## config.mk

```make
export PLATFORM = sky130hd
export DESIGN_NAME = best_candidates_reader
export DESIGN_NICKNAME = d
export VERILOG_FILES = /design/src/rtl/best_candidates_reader.sv
export SDC_FILE = /design/constraint.sdc
export NUM_CORES = 1
export LEC_CHECK = 0
export ABC_AREA = 1
export CORE_ASPECT_RATIO = 0.9
export CORE_UTILIZATION = 50
export CTS_BUF_LIST = sky130_fd_sc_hd__clkbuf_2 sky130_fd_sc_hd__clkbuf_4 sky130_fd_sc_hd__clkbuf_8
export CTS_CLUSTER_DIAMETER = 30
export DETAILED_ROUTE_END_ITERATION = 8
export PLACE_DENSITY = 0.81
export SETUP_SLACK_MARGIN = 0.4
export SYNTH_ARGS = -nofsm -noshare
export SYNTH_HDL_FRONTEND = slang
export SYNTH_SLANG_ARGS = --single-unit
```

## constraint.sdc

```tcl
create_clock -name clock -period 2.6 [get_ports clock]
set_input_delay 0.39 -clock clock [delete_from_list [all_inputs] [get_ports clock]]
set_output_delay 0.39 -clock clock [all_outputs]
set_load 0.03 [all_outputs]
```

## src/rtl/best_candidates_reader.sv

```systemverilog
// rtl/best_candidates_reader.sv - captures 8 candidate lanes in one load, streams them lane 0..7
// Shadow copy decouples the buffer from the consumer; the final beat may overlap the next load.
module best_candidates_reader #(
    parameter int DATAWIDTH = 8
) (
    input  logic                 clock,
    input  logic                 reset,
    input  logic                 load_valid,
    output logic                 load_ready,
    input  logic [DATAWIDTH-1:0] in_0,
    input  logic [DATAWIDTH-1:0] in_1,
    input  logic [DATAWIDTH-1:0] in_2,
    input  logic [DATAWIDTH-1:0] in_3,
    input  logic [DATAWIDTH-1:0] in_4,
    input  logic [DATAWIDTH-1:0] in_5,
    input  logic [DATAWIDTH-1:0] in_6,
    input  logic [DATAWIDTH-1:0] in_7,
    output logic [DATAWIDTH-1:0] out_data,
    output logic [2:0]           out_index,
    output logic                 out_last,
    output logic                 out_valid,
    input  logic                 out_ready,
    output logic                 frame_done
);

    typedef enum logic {IDLE, STREAM} state_t;

    state_t               state_q, state_d;
    logic [DATAWIDTH-1:0] shadow_q [8];
    logic [DATAWIDTH-1:0] shadow_d [8];
    logic [DATAWIDTH-1:0] lanes    [8];
    logic [2:0]           idx_q, idx_d;
    logic                 frame_done_q, frame_done_d;
    logic                 load_hs, beat_hs;

    assign lanes[0] = in_0;
    assign lanes[1] = in_1;
    assign lanes[2] = in_2;
    assign lanes[3] = in_3;
    assign lanes[4] = in_4;
    assign lanes[5] = in_5;
    assign lanes[6] = in_6;
    assign lanes[7] = in_7;

    assign out_valid  = (state_q == STREAM);
    assign out_index  = idx_q;
    assign out_data   = shadow_q[idx_q];
    assign out_last   = out_valid && (idx_q == 3'd7);
    assign frame_done = frame_done_q;

    // A new frame may only be taken while idle or as the last beat leaves.
    assign load_ready = reset && ((state_q == IDLE) || (out_valid && out_ready && out_last));
    assign load_hs    = load_valid && load_ready;
    assign beat_hs    = out_valid && out_ready;

    always_comb begin
        state_d      = state_q;
        idx_d        = idx_q;
        shadow_d     = shadow_q;
        frame_done_d = 1'b0;
        case (state_q)
            IDLE: begin
                if (load_hs) begin
                    shadow_d = lanes;
                    idx_d    = 3'd0;
                    state_d  = STREAM;
                end
            end
            STREAM: begin
                if (beat_hs) begin
                    if (idx_q != 3'd7) begin
                        idx_d = idx_q + 3'd1;
                    end else begin
                        frame_done_d = 1'b1;
                        if (load_hs) begin
                            shadow_d = lanes;
                            idx_d    = 3'd0;
                        end else begin
                            state_d = IDLE;
                        end
                    end
                end
            end
            default: state_d = IDLE;
        endcase
    end

    always_ff @(posedge clock or negedge reset) begin
        if (!reset) begin
            state_q      <= IDLE;
            idx_q        <= 3'd0;
            frame_done_q <= 1'b0;
            for (int k = 0; k < 8; k++) begin
                shadow_q[k] <= '0;
            end
        end else begin
            state_q      <= state_d;
            idx_q        <= idx_d;
            frame_done_q <= frame_done_d;
            shadow_q     <= shadow_d;
        end
    end

endmodule

```

==> key figures <==
Layout
  • Final core occ: 0.710
  • Fin cells: 622
  • Share of cells above drive strength 1: 0.0916
  • Commonest non-fill, non-tap cell in the layout: nand2_1
  • Most frequent cells in the layout: nand2_1 (263), clkdlybuf4s50_1 (71), dfrtp_1 (68)
  • Inserted Diodes: 0
  • Area growth, synth to finish: 34.5%
  • Nets: 600
  • Design area: 4440 um^2

CTS
  • Clk pin slew, worst setup/hold paths: 80 ps
  • Clk sinks: 69
  • Clock buffer depth: 2
  • Clock latency on the worst-skew pair: 360 ps
  • Root buf cell: clkbuf_8
  • Post-CTS Hold Buffers: 0
  • CTS tree: yes
  • CTS Buf Count: 9
  • CTS H-tree lvls: 3

Pwr
  • Comb pwr share: 0.441
  • Sw Ratio: 0.412
  • VDD IR max: 0.571 mV
  • Internal: 3.31 mW
  • Total power: 5.63 mW
  • Static Leak: 2.34 nW
  • Flop pwr share: 0.349
  • Clk pwr share: 0.210
  • Pwr dens: 1270 nW/um^2
  • Psw: 2.32 mW

Die
  • Core Region: 6250 um^2
  • Chip Width: 87.6 um
  • Die H: 79.1 um
  • Starting Density: 0.528
  • Row Count: 27
  • I/O pins: 83
  • Die area: 6930 um^2

Detailed routing
  • Pre-antenna DRT Iters: 4
  • Post-Route WL: 8260 um
  • Via Count: 3091
  • Residual DRC: 0
  • Vias/cell: 4.97
  • DRT iter0 DRCs: 214
  • Routed Antenna Nets: 0
  • Wire per inst: 13.3 um

Synth
  • Post-synth cell types: 19
  • Synth Register Bits: 69
  • Synthesized area: 3300 um^2
  • Register area share after synthesis: 0.523
  • Yosys Warn Count: 0
  • Post-Syn Nets: 521
  • Synthesized instance count: 451
  • Syn Area/Cell: 7.32 um^2

Flow run
  • Max-cap violations: 0

GRT
  • First-pass GRT wire length: 13800 um
  • Grt ovf: 0
  • GRT Overall Usage: 0.267
  • Vias in the first global route: 2928
  • Initial antenna violation count: 0
  • Largest net degree at the start of global routing: 70

STA
  • Tcrit/Tclk final: 0.834
  • Setup TNS: 0 ps
  • Normalized max-slew margin: 0.435
  • Fmax: 461 MHz
  • Fin Hold WS: 271 ps
  • Final setup fails: 0
  • Final hold vios: 0
  • Max-slew violations: 0
  • Post-route minimum period: 2170 ps
  • RSZ-0062 raised after global routing: true
  • Least-Margin Pin Slew: 847 ps
  • Worst Setup Slack, final: 433 ps
  • Post-Route Skew: 6.92 ps

Setup path
  • Crit path kind: reg -> out
  • Worst r2r src: out_index[0]
  • CP max FO: 19
  • Worst endpoint required time: 2210 ps
  • CP endpoint kind: output port
  • Crit. Startpoint: out_index[0]
  • Crit path DAT: 1780 ps
  • CP Launch Type: register

Placement
  • Buffers added on ports: 82
  • Area after DPL: 4160 um^2
  • Worst slack at placement: 434 ps
  • Placed Cells: 605
  • GPL Wtd Cong: 0.832
  • DP HPWL: 5610 um

Min path
  • Hold Crit Class: in -> async

Outcome
  • Status: finished, final reports clean
[critical path, stage by stage (launching register included)]
cell     delay, ps
dfrtp_1        420
buf_8          180
ha_1           210
ha_2           200
a21oi_2        170
nor2_2          70
buf_4          170
[per-layer routing]
layer | track usage | vias to the layer above | share of wire
met5 | 0 | - | 0
met4 | 0.107 | 0 | 0.023
met3 | 0.0811 | 15 | 0.065
met2 | 0.417 | 106 | 0.48
met1 | 0.347 | 1438 | 0.43
li1 | - | 1532 | -
[cell families after synthesis]
family | synth area share
and+or+nand+nor | 0.361
AOI/OAI and AO/OA | 0.0542
xor gates and xnor gates | 0.00265
buffers and inverters | 0.0512
adders and majority gates | 0.00758
DFF | 0.523
[area by class of cell]
type	instances	area, um^2
timing repair buffer	92	878
fill	501	1810
sequential	69	1730
multi-input combinational	350	1420
inverter	8	32.5
clock buffer	10	138
tap	87	109
clock inverter	6	134
[path summary, 6_finish.rpt]
| kind | endpoint | cells past startpoint | slack (ps) |
|---|---|---|---|
| worst max-delay path | load_ready | 6 | 430 |
| worst min-delay path | shadow_q[25] | 2 | 270 |
| worst max register to register | shadow_q[52] | 8 | 550 |
| worst min register to register | shadow_q[48] | 2 | 480 |
| max in group asynchronous | out_index[1] | 2 | 1720 |
| min in group clock | shadow_q[48] | 2 | 480 |
[cell usage after synthesis]
cell type	number	area, um^2
o21ai_1	8	40.0
inv_1	5	18.8
nand2_4	1	11.3
nor2_2	1	6.26
ha_1	2	25.0
nor2_1	43	161
clkbuf_4	1	7.51
buf_2	9	45.0
nand2_1	263	987
buf_4	9	67.6
dfrtp_1	69	1730
inv_2	3	11.3
nand3_1	2	10.0
a21oi_2	1	8.76
clkbuf_1	5	18.8
or2_2	1	6.26
nor3_2	1	10.0
o21ai_0	26	130
xor2_1	1	8.76
[power groups by stage]
stage / sequential, mW / combinational [mW] / clock [mW]
global route: 2.02 / 2.79 / 1.25
CTS: 1.94 / 2.52 / 1.19
floorplan: 1.90 / 1.67 / 0
detailed placement: 1.94 / 2.52 / 0
global placement: 1.94 / 2.46 / 0
finish: 1.97 / 2.49 / 1.18
[state kept, by name, indices dropped and copies added (netlist names)]
name        count
out_index       3
out_valid       1
shadow_q       64
frame_done      1
[timing repair]
item                                    in CTS  in global routing
gates cloned                                 0                  0
pin swaps                                    1                  0
gates resized for setup                     24                 26
setup buffers                                1                  0
endpoints found under the setup margin       9                 10
(Power assumes the default switching activity.)
